<file path="src/rtl/dmem_arb_pkg.sv">
// Shared definitions for the data_mem arbiter: FSM state codes, port ids and
// the wait-counter width helper.
package dmem_arb_pkg;

    typedef logic [2:0] state_t;

    localparam state_t DRAIN = 3'd0;
    localparam state_t IDLE  = 3'd1;
    localparam state_t ISSUE = 3'd2;
    localparam state_t WAIT  = 3'd3;
    localparam state_t RESP  = 3'd4;

    localparam logic PORT_CPU = 1'b0;
    localparam logic PORT_AUX = 1'b1;

    localparam int TIMEOUT_CYCLES_DEF = 16;
    localparam int WAIT_CNT_W = $clog2(TIMEOUT_CYCLES_DEF + 1);

    function automatic int wait_cnt_w(input int timeout);
        return $clog2(timeout + 1);
    endfunction

endpackage

</file>
<file path="src/rtl/dmem_rr_pick.sv">
// Combinational two-way request picker: fixed priority to port 0 or
// round-robin away from the last granted port.
import dmem_arb_pkg::*;

module dmem_rr_pick (
    input  logic req0,
    input  logic req1,
    input  logic rr_last,
    input  logic fixed_prio,
    output logic grant_id,
    output logic grant_valid
);

    always_comb begin
        grant_valid = req0 | req1;
        if (req0 && req1) begin
            grant_id = fixed_prio ? PORT_CPU : ~rr_last;
        end else begin
            grant_id = req1 ? PORT_AUX : PORT_CPU;
        end
    end

endmodule

</file>
<file path="src/rtl/data_mem_arbiter.sv">
// Two-port arbiter in front of data_mem: one outstanding access, single-cycle
// read/write strobes, busy-window tracking, timeout abort and post-reset drain.
import dmem_arb_pkg::*;

module data_mem_arbiter #(
    parameter bit FIXED_PRIO     = 1'b0,
    parameter int TIMEOUT_CYCLES = 16
) (
    input  logic        clk,
    input  logic        rst_n,
    input  logic        req0,
    input  logic        we0,
    input  logic [31:0] addr0,
    input  logic [31:0] wdata0,
    input  logic [3:0]  sign_mask0,
    input  logic        req1,
    input  logic        we1,
    input  logic [31:0] addr1,
    input  logic [31:0] wdata1,
    input  logic [3:0]  sign_mask1,
    output logic        ack0,
    output logic [31:0] rdata0,
    output logic        err0,
    output logic        ack1,
    output logic [31:0] rdata1,
    output logic        err1,
    output logic [31:0] mem_addr,
    output logic [31:0] mem_wdata,
    output logic        mem_memwrite,
    output logic        mem_memread,
    output logic [3:0]  mem_sign_mask,
    input  logic [31:0] mem_rdata,
    input  logic        mem_stall
);

    localparam int CNT_W = wait_cnt_w(TIMEOUT_CYCLES);
    localparam logic [CNT_W-1:0] CNT_LAST = CNT_W'(TIMEOUT_CYCLES - 1);

    state_t            state;
    state_t            state_n;
    logic              rr_last;
    logic              winner;
    logic              lat_we;
    logic              seen_busy;
    logic              timed_out;
    logic [CNT_W-1:0]  wait_cnt;
    logic              grant_id;
    logic              grant_valid;
    logic              done_ok;
    logic              done_to;
    logic              issue_d;
    logic              resp_d;
    logic              sel_we;
    logic [31:0]       sel_addr;
    logic [31:0]       sel_wdata;
    logic [3:0]        sel_mask;
    logic [31:0]       resp_rdata;

    dmem_rr_pick u_pick (
        .req0        (req0),
        .req1        (req1),
        .rr_last     (rr_last),
        .fixed_prio  (FIXED_PRIO),
        .grant_id    (grant_id),
        .grant_valid (grant_valid)
    );

    always_ff @(posedge clk) begin
        if (!rst_n) begin
            state <= DRAIN;
        end else begin
            state <= state_n;
        end
    end

    // Completion needs a busy cycle first: data_mem raises clk_stall only after sampling the strobe.
    always_comb begin
        done_ok = (state == WAIT) && !mem_stall && seen_busy;
        done_to = (state == WAIT) && !done_ok && (wait_cnt == CNT_LAST);
        state_n = state;
        case (state)
            DRAIN:   if (!mem_stall) state_n = IDLE;
            IDLE:    if (grant_valid) state_n = ISSUE;
            ISSUE:   state_n = WAIT;
            WAIT:    if (done_ok || done_to) state_n = RESP;
            RESP:    state_n = timed_out ? DRAIN : IDLE;
            default: state_n = DRAIN;
        endcase
    end

    always_comb begin
        issue_d    = (state_n == ISSUE);
        resp_d     = (state_n == RESP);
        sel_we     = (grant_id == PORT_AUX) ? we1        : we0;
        sel_addr   = (grant_id == PORT_AUX) ? addr1      : addr0;
        sel_wdata  = (grant_id == PORT_AUX) ? wdata1     : wdata0;
        sel_mask   = (grant_id == PORT_AUX) ? sign_mask1 : sign_mask0;
        resp_rdata = (lat_we || done_to) ? 32'h0 : mem_rdata;
    end

    always_ff @(posedge clk) begin
        if (!rst_n) begin
            ack0          <= 1'b0;
            ack1          <= 1'b0;
            err0          <= 1'b0;
            err1          <= 1'b0;
            rdata0        <= 32'h0;
            rdata1        <= 32'h0;
            mem_memread   <= 1'b0;
            mem_memwrite  <= 1'b0;
            mem_addr      <= 32'h0;
            mem_wdata     <= 32'h0;
            mem_sign_mask <= 4'h0;
            rr_last       <= PORT_AUX;
            winner        <= PORT_CPU;
            lat_we        <= 1'b0;
            seen_busy     <= 1'b0;
            timed_out     <= 1'b0;
            wait_cnt      <= '0;
        end else begin
            mem_memread  <= issue_d & ~sel_we;
            mem_memwrite <= issue_d & sel_we;
            ack0         <= resp_d & (winner == PORT_CPU);
            ack1         <= resp_d & (winner == PORT_AUX);
            err0         <= resp_d & (winner == PORT_CPU) & done_to;
            err1         <= resp_d & (winner == PORT_AUX) & done_to;
            if (issue_d) begin
                winner        <= grant_id;
                rr_last       <= grant_id;
                lat_we        <= sel_we;
                mem_addr      <= sel_addr;
                mem_wdata     <= sel_wdata;
                mem_sign_mask <= sel_mask;
                seen_busy     <= 1'b0;
                wait_cnt      <= '0;
            end
            if (state == WAIT) begin
                wait_cnt <= wait_cnt + CNT_W'(1);
                if (mem_stall) seen_busy <= 1'b1;
            end
            if (resp_d) begin
                timed_out <= done_to;
                if (winner == PORT_AUX) rdata1 <= resp_rdata;
                else                    rdata0 <= resp_rdata;
            end
        end
    end

endmodule

</file>
<file path="config.mk">
export PLATFORM = sky130hd
export DESIGN_NAME = data_mem_arbiter
export DESIGN_NICKNAME = d
export VERILOG_FILES = /design/src/rtl/dmem_arb_pkg.sv /design/src/rtl/dmem_rr_pick.sv /design/src/rtl/data_mem_arbiter.sv
export SDC_FILE = /design/constraint.sdc
export NUM_CORES = 1
export LEC_CHECK = 0
export CAP_MARGIN = 20
export CORE_MARGIN = 5
export CORE_UTILIZATION = 39
export DETAILED_ROUTE_END_ITERATION = 12
export PLACE_DENSITY = 0.8
export SYNTH_ARGS = -nofsm -noshare
export SYNTH_HDL_FRONTEND = slang
export SYNTH_SLANG_ARGS = --single-unit
</file>
<file path="constraint.sdc">
create_clock -name clk -period 2.48 [get_ports clk]
set_input_delay 0.496 -clock clk [delete_from_list [all_inputs] [get_ports clk]]
set_output_delay 0.496 -clock clk [all_outputs]
set_load 0.01 [all_outputs]
</file>
* Word-level counts from Yosys, hierarchy flattened
Index checks and enable logic that the tools add are counted.
** Word-level totals
- Flip-flop bits (word level) :: 151
- Output and inout bits :: 138
- Logic and storage cells :: 66
** Cells by class
- Add/sub/neg operators :: 1
- Equality and inequality tests :: 7
- Muxes and demuxes :: 17
- Bitwise operators :: 10
- Reduce and logical (&&, ||, !) cells :: 13
** Operators by type and width (number)
- 32-bit 2-to-1 mux :: 3
- 3-bit one-hot mux with 5 select lines :: 1
- 5-bit 2-to-1 mux :: 2
- 3-bit by 2-bit equality test with 1-bit output, second input constant :: 3
- 3-bit 2-to-1 mux :: 3
- 1-bit 2-to-1 mux :: 7
- 1-bit bitwise AND :: 6
- 3-bit equality test, second input constant :: 2
- 5-bit by 1-bit adder with 5-bit output, second input constant :: 1
- 5-bit by 4-bit equality test with 1-bit output, second input constant :: 1
- 1-bit logical AND :: 5
- 4-bit 2-to-1 mux :: 1
- 2-bit AND reduction :: 2
- 3-bit by 1-bit equality test with 1-bit output, second input constant :: 1
- 3-bit logical NOT :: 1
- 1-bit NOT :: 3
- 1-bit logical NOT :: 2
- 1-bit logical OR :: 2
- 2-bit nonzero test :: 1
- 1-bit bitwise OR :: 1

* Depth between registers and ports, before layout
Gate-level depths: netlist of the first run.
- Depth after elaboration :: 13
- Mapped depth :: 8
- Gate-level depth less buffers :: 6

* By module
Synthesis of the first run repeated with hierarchy kept, for this count alone.
** Second synthesis, totals
- Cell total of the unflattened synthesis :: 685
- Area, all modules :: 6326.1 um^2
** By module, submodules not included
- data_mem_arbiter :: instances 1, cells an instance 682, area an instance 6308.6 um^2, sequential area each 3022.9 um^2
- dmem_rr_pick :: instances 1, cells an instance 3, area an instance 17.5 um^2, sequential area each 0.0 um^2

* Worst setup path after synthesis of the first run
Ideal clock, no wire load.
- Path type :: reg2reg
- From :: reg wait_cnt[0]
- To :: reg rdata0[10]
- Setup time :: 0.134 ns
- Arrival :: 1.599 ns
- Data required time :: 2.346 ns
- Setup slack :: 0.747 ns
- Stages on the path, launching flop included :: 8
- Path buffers :: 1
- Period minus slack after synthesis :: 1.733 ns
- Path through :: dfxtp_1 -> ha_1 -> and3_1 -> ha_1 -> nor2_1 -> nor3_1 -> buf_2 -> o22ai_1
** Between the ends
- Cells in the longest elaborated chain, start to end :: 7
- Elaborated cells between the ends (all ways) :: 9
** Ends and longest elaborated chain
- start: declaration :: RTL line data_mem_arbiter.sv:46 : logic [CNT_W-1:0] wait_cnt;
- start signal: assignment :: RTL line data_mem_arbiter.sv:138 : wait_cnt <= wait_cnt + CNT_W'(1);
- 5-bit by 4-bit equality test with 1-bit output (*) :: RTL line data_mem_arbiter.sv:79 : done_to = (state == WAIT) && !done_ok && (wait_cnt == CNT_LAST);
- 1-bit logical AND (*) :: RTL line data_mem_arbiter.sv:79
- 1-bit logical OR :: RTL line data_mem_arbiter.sv:85 : WAIT: if (done_ok || done_to) state_n = RESP;
- 3-bit 2-to-1 mux :: RTL line data_mem_arbiter.sv:85
- 3-bit one-hot mux with 5 select lines :: RTL line data_mem_arbiter.sv:81 : case (state)
- 3-bit equality test :: RTL line data_mem_arbiter.sv:93 : resp_d = (state_n == RESP);
- 2-bit AND reduction (no source line)
- end signal: assignment :: RTL line data_mem_arbiter.sv:144 : else rdata0 <= resp_rdata;
- end: declaration :: RTL line data_mem_arbiter.sv:22 : output logic [31:0] rdata0,
Mark *: on every way between the ends. The rest lies on a longest branch, timed or not.
A chain may end at the register's enable or synchronous reset.

* Worst setup path after layout of the first run
- From :: reg state[0]
- To :: reg wait_cnt[4]
** Between the ends
- Cells in the longest elaborated chain, start to end :: 11
- Elaborated cells between the ends (all ways) :: 18
** Ends and longest elaborated chain
- start: declaration :: RTL line data_mem_arbiter.sv:39 : state_t state;
- start signal: assignment :: RTL line data_mem_arbiter.sv:72 : state <= state_n;
- 3-bit by 2-bit equality test with 1-bit output
- 1-bit logical AND (2 in series) :: RTL line data_mem_arbiter.sv:78 : done_ok = (state == WAIT) && !mem_stall && seen_busy;
- 1-bit logical NOT :: RTL line data_mem_arbiter.sv:79
- 1-bit logical AND (2 in series) :: RTL line data_mem_arbiter.sv:79
- 1-bit logical OR :: RTL line data_mem_arbiter.sv:85
- 3-bit 2-to-1 mux :: RTL line data_mem_arbiter.sv:85
- 3-bit one-hot mux with 5 select lines :: RTL line data_mem_arbiter.sv:81
- 3-bit by 2-bit equality test with 1-bit output :: RTL line data_mem_arbiter.sv:92 : issue_d = (state_n == ISSUE);
- 2-bit nonzero test (no source line)
Several ways; a longest one is shown, not always the timed one.

==> results of run 1 <==
-- metrics by stage --
step                      setup slack [ns]  cell area (sq um)  util (%)
after floorplan                      0.747               5880         -
after global placement               0.383               9130      62.3
after detailed placement             0.315               9130      62.3
after CTS                            0.597               9690      66.2
after global routing                 0.428               9700      66.2
final                                0.579               9700      66.2
-- flip-flops by register name, summed over array words and instances (netlist names), 3 cells and up --
name / count
state: 3
mem_addr: 32
mem_sign_mask: 4
mem_wdata: 32
wait_cnt: 5
rdata1: 32
rdata0: 32
-- power groups by stage --
stage / registers, mW / clock network, mW / logic, mW
2_1_floorplan: 2.73 / 0 / 0.416
3_3_place_gp: 2.68 / 0 / 1.11
3_5_place_dp: 2.68 / 0 / 1.12
4_1_cts: 2.63 / 2.52 / 1.12
5_1_grt: 2.65 / 2.62 / 1.20
6_report: 2.63 / 2.47 / 1.12
-- cell usage in the layout, fill, tap and decap left out, drive strengths merged --
cell type / n
nand3: 69
inv: 12
a22oi: 1
a21oi: 75
o21ai: 75
clkdlybuf4s50: 311
bufinv: 1
o22ai: 134
nand2b: 1
clkinvlp: 3
and3: 3
dfxtp: 151
nor3b: 2
o311ai: 1
nor2: 10
a21boi: 4
and2: 2
nor2b: 3
nor3: 4
clkbuf: 17
ha: 2
nand4: 1
diode: 3
nand3b: 1
or3: 1
and2b: 1
buf: 19
nand2: 72
a2111oi: 1
mux2i: 1
clkinv: 4
-- kinds of logic (layout without fill, tap and decap cells) --
family          count (synthesis)  count (layout)  share of synthesized area [%]
compound gates                291             291                           28.0
fa+ha+maj                       2               2                          0.425
buf+inv                        80             367                           6.49
flops                         151             151                           51.4
mux                             1               1                          0.170
other cells                     0               3                              0
simple gates                  170             170                           13.5
-- per-layer routing --
layer	global-route usage, %	vias up
li1	-	3114
met3	9.26	22
met1	28.9	2950
met2	37.0	315
met5	0	-
met4	7.68	0
-- path summary, 6_finish.rpt --
kind                            from                  endpoint  slack, ns  cells past startpoint
max reg2reg      state[0]$_SDFF_PN0_  wait_cnt[4]$_SDFFE_PN0P_       0.58                      6
min          rdata0[31]$_SDFFE_PN0P_   rdata0[31]$_SDFFE_PN0P_       0.46                      2
max              state[0]$_SDFF_PN0_  wait_cnt[4]$_SDFFE_PN0P_       0.58                      6
min reg2reg  rdata0[31]$_SDFFE_PN0P_   rdata0[31]$_SDFFE_PN0P_       0.46                      2
-- final cells by class --
class                      count  area share, %
timing repair buffer         330           34.5
sequential                   151           31.2
multi-input combinational    464           25.9
clock buffer                  17           4.39
tap                          184           2.37
clock inverter                15           1.44
inverter                       5          0.193
antenna                        3         0.0774
-- tightest hold or removal path, cell delays in order, from the launching register on --
cell and delay (ns):
dfxtp_1 0.31, nand2_1 0.05, o22ai_1 0.06
==> summary.txt, run 1 <==
Detailed routing
  – DR DRC count: 0
  – Routed vias: 6,401
  – Top sig layer: met4
  – Routed met2 length: 10,100 um
  – Metal3 WL: 2340 um
  – Final WL: 21,500 um
  – First-pass DRT Iterations: 5
  – Vias per cell: 5.48
  – First DRT Iteration DRCs: 486
  – Routed wire length per instance: 18.4 um
  – DRT antenna net count: 0
  – Wire length on met1: 8690 um

Critical path
  – Crit-path cells: nor3b_4, buf_4, and2b_2, buf_12, o22ai_1, and2_1
  – Worst path top cell family by delay: simple AND/OR/NAND/NOR gates
  – WP buf/inv: 2
  – CP Max Fanout: 72
  – CP required: 2.79 ns
  – CP Class: flip-flop to flip-flop
  – CP arrival: 2.21 ns
  – Crit path max-delay cell type: dfxtp_1
  – Max incr delay on CP: 0.44 ns
  – CP startpoint kind: flip-flop
  – Endpoint type of the worst setup path: flip-flop

STA
  – Tightest Pin Transition: 0.670 ns
  – Fin. Hold Viols: 0
  – Final setup fails: 0
  – Setup TNS: 0 ns
  – Unrepaired setup endpoints after global routing: false
  – Worst relative slew slack: 54.7%
  – Final hold slack: 0.463 ns
  – Final Critical Period: 1.90 ns
  – Clock Skew: 0.0105 ns
  – Max Clock Freq: 526 MHz
  – Final period utilization: 76.7%
  – Slew Limit Fails: 0

Floorplan
  – Starting density of the core: 40.2%
  – # IOs: 313
  – Core region area: 14,600 sq um
  – Die Ht: 133 um
  – Row cnt: 44
  – Die X-Extent: 133 um
  – Die area: 17,600 sq um

Power and ir drop
  – Comb pwr share: 18.0%
  – Max VDD drop: 0.459 mV
  – Internal: 4.56 mW
  – Flop pwr share: 42.3%
  – Total power: 6.23 mW
  – P_sw: 1.66 mW
  – PD cells: 642 nW/um^2
  – Lkg Pwr: 3.44 nW
  – Switch share: 26.7%
  – Clk pwr share: 39.7%

Placed design
  – Port Buffer Count: 312
  – Dpl hpwl: 15,300 um
  – Placed cell count: 1,134
  – GPL Wtd Cong: 0.840

Synthesis
  – Synth Instances: 695
  – EDFF count, synth: 0
  – Mapped cell area: 5880 sq um
  – Mean Syn Cell Area: 8.46 sq um
  – Count of cell types in the netlist: 34
  – Most used DFF post-synth: dfxtp_1
  – Synth top area share: 51.4%
  – Ys Warns: 0
  – Most frequent cell after synthesis: dfxtp_1
  – FF+latch count, synth: 151
  – Synth cell count leaders: dfxtp_1 (151), o22ai_1 (134), a21oi_1 (75), nand2_1 (72), nand3_1 (69)
  – Sequential share of the synthesized area: 51.4%
  – Ranking of synthesized cells by area: dfxtp_1 (51%), o22ai_1 (14%), a21oi_1 (6.4%), nand3_1 (5.9%), o21ai_1 (5.8%)
  – Asr flop ratio synth: 0%
  – Synth area leader: dfxtp_1
  – Syn_nets: 872

Global routing
  – Vias in the first global route: 6,140
  – Grt ovf: 0
  – Initial antenna violation count: 3
  – First-pass GRT wire length: 33,100 um
  – Total track usage: 23.3%
  – Largest net degree at the start of global routing: 73

Status
  – Status: finished clean

Clocking
  – Clock Pin Slew Worst Setup and Hold Paths: 0.06 ns
  – Post-CTS Setup Inserts: 0
  – Root Buffer: clkbuf_16
  – # clock sinks: 151
  – Worst-skew pair later-pin latency: 0.42 ns
  – Hold bufs inserted after CTS: 0
  – CTS tree: built
  – CTS max path bufs: 2
  – CTS buffer count: 17
  – Post-cts resize count: 0
  – Htree depth: 4

Layout
  – Multi-input gate area: 2510 sq um
  – Total Nets Final: 1,146
  – FF+latch area: 3020 sq um
  – Non-filler cells, final: 1,169
  – Share of cells above drive strength 1: 6.01%
  – Area growth syn-to-layout: 64.9%
  – Filler cells: 1,203

Run
  – # Max-Cap Violations: 0

Worst hold path
  – Tightest Hold Check Type: flip-flop to flip-flop
Power figures use the tool's default switching activity.
==> run 2: changes to the inputs <==
CORE_UTILIZATION = 36   (was 39)
PLACE_DENSITY = 0.78   (was 0.8)
clock period = 1.7 ns   (was 2.48 ns; I/O delays follow)
==> run 2 against run 1 <==
Against the previous run:
- the flow now finishes with violations (negative setup slack)
- clock power increased by 55%
- via count rose by 3.6%
- cell count rose by 4.7%
- count of clock-buffer cells in the layout up 4
- register-to-register slack lost 0.61 ns
- sequential share of layout area shrank 1.9 points
- clock skew down 0.00060 ns
- sequential power is 46% higher
- combinational power up 50%
- critical endpoint is now rdata1[1]$_SDFFE_PN0P_
==> summary.txt, run 2 (synthesis results as in run 1) <==
Status
  – Status: finished with violations
  – Failing checks: negative setup slack

Worst hold path
  – Tightest Hold Check Type: primary input to flip-flop

Power and ir drop
  – Switch share: 25.1%
  – Internal: 7.00 mW
  – Max VDD drop: 0.720 mV
  – Flop pwr share: 41.1%
  – P_sw: 2.35 mW
  – Lkg Pwr: 4.11 nW
  – Clk pwr share: 40.9%
  – PD cells: 902 nW/um^2
  – Comb pwr share: 18.0%

Floorplan
  – Die area: 19,000 sq um
  – Core region area: 15,900 sq um
  – # IOs: 313
  – Row cnt: 46
  – Die X-Extent: 138 um
  – Die Ht: 138 um
  – Starting density of the core: 36.9%

Critical path
  – Endpoint type of the worst setup path: flip-flop
  – CP Max Fanout: 8
  – Crit-path cells: ha_4, and3_4, ha_4, nor2_4, nor3_4, clkbuf_16, o22ai_2
  – CP arrival: 2.00 ns
  – WP buf/inv: 1
  – Crit path max-delay cell type: nor3_4
  – CP Class: flip-flop to flip-flop
  – Crit path top cell by count: ha_4
  – CP required: 1.97 ns
  – Max incr delay on CP: 0.36 ns
  – Worst path top cell family by delay: simple AND/OR/NAND/NOR gates
  – CP startpoint kind: flip-flop

Clocking
  – Htree depth: 4
  – Root Buffer: clkbuf_16
  – CTS max path bufs: 2
  – Hold bufs inserted after CTS: 0
  – Worst-skew pair later-pin latency: 0.41 ns
  – Clock Pin Slew Worst Setup and Hold Paths: 0.06 ns
  – CTS buffer count: 17
  – # clock sinks: 151
  – CTS tree: built

STA
  – Clock Skew: 0.00990 ns
  – Max Clock Freq: 579 MHz
  – Final hold slack: 0.363 ns
  – Fin. Hold Viols: 0
  – Final Critical Period: 1.73 ns
  – Worst relative slew slack: 71.1%
  – Slew Limit Fails: 0
  – Final setup fails: 3
  – Final worst slack: -0.0266 ns
  – Unrepaired setup endpoints after global routing: true
  – Final period utilization: 102%
  – Tightest Pin Transition: 0.431 ns

Layout
  – Area growth syn-to-layout: 76.0%
  – Most common cell after layout, fill and taps aside: clkdlybuf4s50_1
  – Total Nets Final: 1,170
  – Non-filler cells, final: 1,224
  – Share of cells above drive strength 1: 11.1%
  – Final core utilization: 64.9%
  – Design area: 10,400 sq um
  – Commonest non-fill, non-tap cells in the layout: clkdlybuf4s50_1 (278), dfxtp_1 (147), o22ai_1 (110)

Detailed routing
  – Final WL: 23,400 um
  – DR DRC count: 0
  – Vias per cell: 5.42
  – Routed vias: 6,630
  – DRT antenna net count: 0
  – First-pass DRT Iterations: 6
  – Routed wire length per instance: 19.1 um
  – First DRT Iteration DRCs: 349

Placed design
  – Dpl hpwl: 15,600 um
  – Placed cell count: 1,185
  – Worst slack at placement: -0.256 ns
  – GPL Wtd Cong: 0.809
  – Port Buffer Count: 312
  – DP Area: 9380 sq um

Run
  – # Max-Cap Violations: 0

Global routing
  – Grt ovf: 0
  – Total track usage: 21.9%
  – Initial antenna violation count: 2
  – First-pass GRT wire length: 32,300 um
  – Vias in the first global route: 6,263
  – Largest net degree at the start of global routing: 70
run 2: changes by cell type in the layout (fill, tap and decap cells not counted), moves of 5 or more:
cell,change
buf_12,+5
o22ai_1,-24
inv_6,-6
dlymetal6s2s_1,+27
o22ai_2,+21
clkdlybuf4s50_1,-33
dlygate4sd2_1,+6
buf_4,+14
run 2: repair_timing:
item / CTS / global route
gates cloned: 0 / 4
setup endpoints to repair: 7 / 93
resized for setup: 6 / 66
buffers inserted: 0 / 2
pin swaps: 0 / 5
run 2: power groups by stage:
stage          Combinational [mW]  Clock (mW)  Sequential [mW]
2_1_floorplan               0.608           0             3.98
3_3_place_gp                 1.69           0             3.91
3_5_place_dp                 1.69           0             3.91
4_1_cts                      1.70        3.88             3.84
5_1_grt                      1.81        4.04             3.87
6_report                     1.68        3.82             3.84
run 2: stage by stage:
stage                     power, mW  setup TNS, ns
after CTS                      9.42       -0.00694
after global placement         5.59         -16.74
after floorplan                4.59              0
after global routing           9.71          -2.14
final                          9.34        -0.0308
after detailed placement       5.60         -18.93
run 2: area by class of cell:
class | count | area, sq um
fill | 1296 | 5590
sequential | 151 | 3030
timing repair buffer | 354 | 3710
tap | 216 | 270
multi-input combinational | 464 | 2720
inverter | 5 | 18.8
clock buffer | 21 | 450
antenna | 2 | 5.00
clock inverter | 11 | 148
run 2: final timing paths:
path	from	end	slack, ns	cells after the start
setup / recovery	wait_cnt[1]$_SDFFE_PN0P_	rdata1[1]$_SDFFE_PN0P_	-0.03	7
hold / removal	rst_n	rdata1[3]$_SDFFE_PN0P_	0.36	3
setup reg to reg	wait_cnt[1]$_SDFFE_PN0P_	rdata1[1]$_SDFFE_PN0P_	-0.03	7
hold reg to reg	wait_cnt[3]$_SDFFE_PN0P_	wait_cnt[3]$_SDFFE_PN0P_	0.46	1
run 2: per-layer routing:
| layer | share of wire, % | vias up | GRT usage, % |
|---|---|---|---|
| met5 | 0 | - | 0 |
| met4 | 2.2 | 0 | 7.41 |
| met3 | 11 | 33 | 8.55 |
| met2 | 48 | 317 | 36.4 |
| met1 | 39 | 3117 | 25.7 |
| li1 | - | 3163 | - |
run 2: tightest hold or removal path, stage by stage:
cell and delay [ns]:
buf_6 0.20, nand2_1 0.11, o22ai_1 0.06
==> edit 1: new RTL, flow settings as in run 1 <==
The output `err0` loses its register stage (`err0` becomes a continuous assignment).
--- a/src/rtl/data_mem_arbiter.sv
+++ b/src/rtl/data_mem_arbiter.sv
@@ -103,5 +103,4 @@
             ack0          <= 1'b0;
             ack1          <= 1'b0;
-            err0          <= 1'b0;
             err1          <= 1'b0;
             rdata0        <= 32'h0;
@@ -123,5 +122,4 @@
             ack0         <= resp_d & (winner == PORT_CPU);
             ack1         <= resp_d & (winner == PORT_AUX);
-            err0         <= resp_d & (winner == PORT_CPU) & done_to;
             err1         <= resp_d & (winner == PORT_AUX) & done_to;
             if (issue_d) begin
@@ -147,4 +145,6 @@
     end
 
+    assign err0 = resp_d & (winner == PORT_CPU) & done_to;
+
 endmodule
 
Check against the original RTL: no difference found for any inputs over 10 cycles, from zero or initial values and one cycle with rst_n low; that may be too few to reach the edited logic, so the function may still have changed.
==> edit 1 against run 1 <==
  * Final area increased by 2.6%
  * Sequential cell count shrank 1
  * Largest cell class unchanged
  * Fmax down 19%
  * Worst setup slack worse by 440 ps
  * Routed wire length down 3.7%
  * Utilization shrank 1.3 points
  * Total power down 0.90%
  * Area after synthesis is 4.3% higher
==> edit 1: results (changes against run 1) <==
r2r_slack_ps: 580  # about the same
antenna_cells: 0  # was 3
num-nets-final: 1143  # was 1146
hp-start: "rdata0[29]$_SDFFE_PN0P_"  # was rdata0[31]$_SDFFE_PN0P_
vias: 6319  # was 6401
drtIter0Drc: 381  # was 486
synth_cell_types: 31  # was 34
yosys-top-cells-area: "dfxtp_1 (49%), o22ai_1 (11%), a21oi_1 (6.2%)"  # was dfxtp_1 (51%), o22ai_1 (14%), a21oi_1 (6.4%)
antenna_found_initial: 0  # was 3
grt_max_degree: 74  # was 73
path_max_fanout: 4  # was 72
drive_gt1_share_pct: 8.50  # was 6.01%
track_usage_pct: 21.5  # was 23.3%
wl_um: 20700  # was 21500 µm
outcome: "completed"  # unchanged
slowest_delay_ps: 370  # was 440 ps
drt_pass1_iterations: 4  # was 5
yosysSeqAreaShare_pct: 48.9  # was 51.4%
finClkSkew_ps: 12.5  # was 10.5 ps
p_leak_nw: 3.45  # was 3.44 nW
ir_drop_v: 0.000439  # was 0.000459 V
dp_cells: 1158  # was 1134
routedWlPerCell_um: 17.4  # was 18.4 µm
grt_pass1_wl_um: 31300  # was 33100 µm
nFillCells: 1271  # was 1203
## edit 1: cell count changes after synthesis, sizes merged, moves of 2 or more
cell | run 1 | this run
nand3 | 69 | 37
nand3b | 1 | 33
nor3 | 4 | 0
buf | 25 | 28
and2 | 2 | 4
nor2 | 10 | 8
## edit 1: area by class of cell
cell class	count	area (µm²)	area share, %
multi-input combinational	463	2740	27.5
timing repair buffer	329	3360	33.8
sequential	150	3000	30.2
clock inverter	7	70.1	0.704
clock buffer	23	488	4.91
tap	211	264	2.65
inverter	5	18.8	0.189
## edit 1: power by group
part | switching, W | total [W] | internal, W
clock network | 0.000964 | 0.00244 | 0.00148
logic | 0.000501 | 0.00112 | 0.000616
registers | 0.0000729 | 0.00261 | 0.00254
total | 0.00154 | 0.00617 | 0.00463
## edit 1: per-layer routing
metal | up-vias | global-route usage [%] | routed length [µm]
met5 | - | 0 | 0
met4 | 0 | 7.61 | 584
met3 | 37 | 7.84 | 1870
met2 | 249 | 36.8 | 10300
met1 | 2939 | 24.6 | 7990
li1 | 3094 | - | -
## edit 1: worst reg2reg max path, cell delays in order (launching register included)
cell	delay (ps)
dfxtp_1	370
ha_1	210
and3_1	170
ha_1	170
inv_1	60
a21oi_1	230
nor2b_2	240
buf_12	200
o22ai_1	120
## edit 1: timing repair
item | in CTS | in global routing
hold buffers | 0 | 0
setup endpoints to repair | 1 | 0
gates resized for setup | 1 | 0
## edit 1: cells by family after synthesis
family          Yosys count  share of synthesized area [%]
buf+inv                  82                           6.77
mux                       1                          0.163
flops                   150                           48.9
compound gates          292                           29.9
fa+ha+maj                 2                          0.408
simple gates            168                           13.9
## edit 1: through the flow
step	total power [W]	worst slack (ps)	util [%]	instance area, µm²
finish	0.00617	136	65.0	9950
CTS	0.00623	128	65.0	9950
global placement	0.00377	70.2	61.3	9390
floorplan	0.00313	785	-	6140
detailed placement	0.00377	60.6	61.3	9390
global route	0.00641	25.8	65.0	9950
## edit 1: worst max path at each step
| stage | end | cells past startpoint | slack (ps) | startpoint |
|---|---|---|---|---|
| after floorplan | rdata0[10]$_SDFFE_PN0P_ | 9 | 790 | wait_cnt[0]$_SDFFE_PN0P_ |
| after CTS | err0 | 6 | 130 | wait_cnt[0]$_SDFFE_PN0P_ |
| final | err0 | 6 | 140 | wait_cnt[0]$_SDFFE_PN0P_ |
| after global placement | err0 | 5 | 70 | mem_stall |
| after global routing | err0 | 6 | 30 | wait_cnt[0]$_SDFFE_PN0P_ |
| after detailed placement | err0 | 5 | 60 | mem_stall |
==> edit 2: new RTL, settings of run 1 <==
Without the edit above. Set the parameter `TIMEOUT_CYCLES` to 15 (it was 16).
--- a/src/rtl/data_mem_arbiter.sv
+++ b/src/rtl/data_mem_arbiter.sv
@@ -5,5 +5,5 @@
 module data_mem_arbiter #(
     parameter bit FIXED_PRIO     = 1'b0,
-    parameter int TIMEOUT_CYCLES = 16
+    parameter int TIMEOUT_CYCLES = 15
 ) (
     input  logic        clk,
Function: same outputs for any inputs over 10 cycles, from zero or initial values and one cycle with rst_n low; that may be too few to reach the edited logic, so the function may still have changed.
==> edit 2 against run 1 <==
  * Worst setup slack better by 22 ps
  * Sequential cell count is 1 lower
  * Register-to-register slack gained 150 ps
  * Die area is 2.1% higher
  * Worst hold slack improved by 13 ps
  * Routed wire length is 0.32% higher
  * Final area grew 1.7%
  * Total power is 2.6% higher
  * Area after synthesis is 2.3% higher
  * Sequential share of layout area down 0.72 points
  * Global-route usage shrank 0.54 points
  * Critical endpoint is now mem_sign_mask[3]
==> edit 2: results (changes against run 1) <==
gr-usage-met3_pct: 5.74  # was 9.26%
grt_max_degree: 69  # was 73
yosys-top-cells-area: "dfxtp_1 (50%), a32o_2 (10%), a311oi_1 (9.9%)"  # was dfxtp_1 (51%), o22ai_1 (14%), a21oi_1 (6.4%)
synth_fa_ha_area_share_pct: 0.416  # was 0.425%
grt.met2_usage_pct: 37.6  # was 37.0%
ir_drop_v: 0.000490  # was 0.000459 V
wl_um: 21600  # was 21500 µm
first_global_vias: 5841  # was 6140
yosysSeqAreaShare_pct: 49.9  # was 51.4%
gp_congestion: 0.850  # was 0.840
vias_per_cell: 5.59  # was 5.48
synth_cell_types: 44  # was 34
slowest_delay_ps: 570  # was 440 ps
drive_gt1_share_pct: 12.6  # was 6.01%
crit_required_ps: 1980  # was 2790 ps
syn-num-nets: 805  # was 872
muxShareOfSynthArea_pct: 0.166  # was 0.170%
path_max_fanout: 2  # was 72
hpwl_um: 15100  # was 15300 µm
vias: 6197  # was 6401
p_leak_nw: 3.85  # was 3.44 nW
antenna_found_initial: 1  # was 3
hp-class: "input pin to flip-flop"  # was flip-flop to flip-flop
outcome: "completed"  # unchanged
crit_family: "buffers and inverters"  # was simple AND/OR/NAND/NOR gates
synth_compound_area_share_pct: 30.1  # was 28.0%
syn_inst: 628  # was 695
grt_pass1_wl_um: 32500  # was 33100 µm
cp_slowest_cell: "clkdlybuf4s50_1"  # was dfxtp_1
drtIter0Drc: 391  # was 486
[edit 2: cell types whose count changed after synthesis, sizes merged, moves of 63 or more]
cell / run 1 / this run
o22ai: 134 / 0
o21ai: 75 / 5
a311oi: 0 / 68
nand2: 72 / 139
a32o: 0 / 64
nand3: 69 / 6
[edit 2: path summary, 6_finish.rpt]
check,from,to,slack [ps]
worst min register to register,seen_busy$_SDFF_PN0_,seen_busy$_SDFF_PN0_,490
worst min-delay path,rst_n,seen_busy$_SDFF_PN0_,480
worst max register to register,wait_cnt[0]$_SDFFE_PN0P_,rdata1[9]$_SDFFE_PN0P_,730
worst max-delay path,mem_sign_mask[3]$_SDFFE_PN0P_,mem_sign_mask[3],600
[edit 2: layout make-up]
cell class              count  area (µm²)
diodes                      1        2.50
well taps                 188         235
clock buffers              17         425
repair buffers            330        3330
inverters                   4        15.0
flip-flops and latches    150        3000
clock inverters            15         203
multi-input cells         403        2650
fillers                  1239        5280
[edit 2: cell families after synthesis]
kind of cell | Yosys count
simple gates | 174
compound gates | 225
buf+inv | 75
xor+xnor | 1
flops | 150
fa+ha+maj | 2
mux | 1
[edit 2: stage by stage]
step,hold WS [ps],util [%],worst slack [ps],instance area [µm²]
2_1_floorplan,463,-,844,6020
3_3_place_gp,474,61.0,390,9230
3_5_place_dp,482,61.0,278,9230
4_1_cts,464,65.1,583,9860
5_1_grt,491,65.1,550,9860
6_report,477,65.1,600,9860
[edit 2: worst reg2reg max path: stages (launching register included)]
cell and delay (ps):
dfxtp_1 360, inv_1 90, ha_1 210, and3_1 230, o211ai_1 180, buf_4 390
a32o_2 240
[edit 2: where the power goes]
group | total (W) | internal (W) | leakage [nW] | switching (W)
registers | 0.00259 | 0.00252 | 1.22 | 0.0000702
clock network | 0.00274 | 0.00169 | 0.304 | 0.00105
logic | 0.00106 | 0.000576 | 2.32 | 0.000480
total | 0.00639 | 0.00479 | 3.85 | 0.00160
[edit 2: layer usage]
metal / share of wire, % / routed length, µm
met5: 0 / 0
met4: 3.6 / 788
met3: 6.1 / 1320
met2: 51 / 11000
met1: 39 / 8510
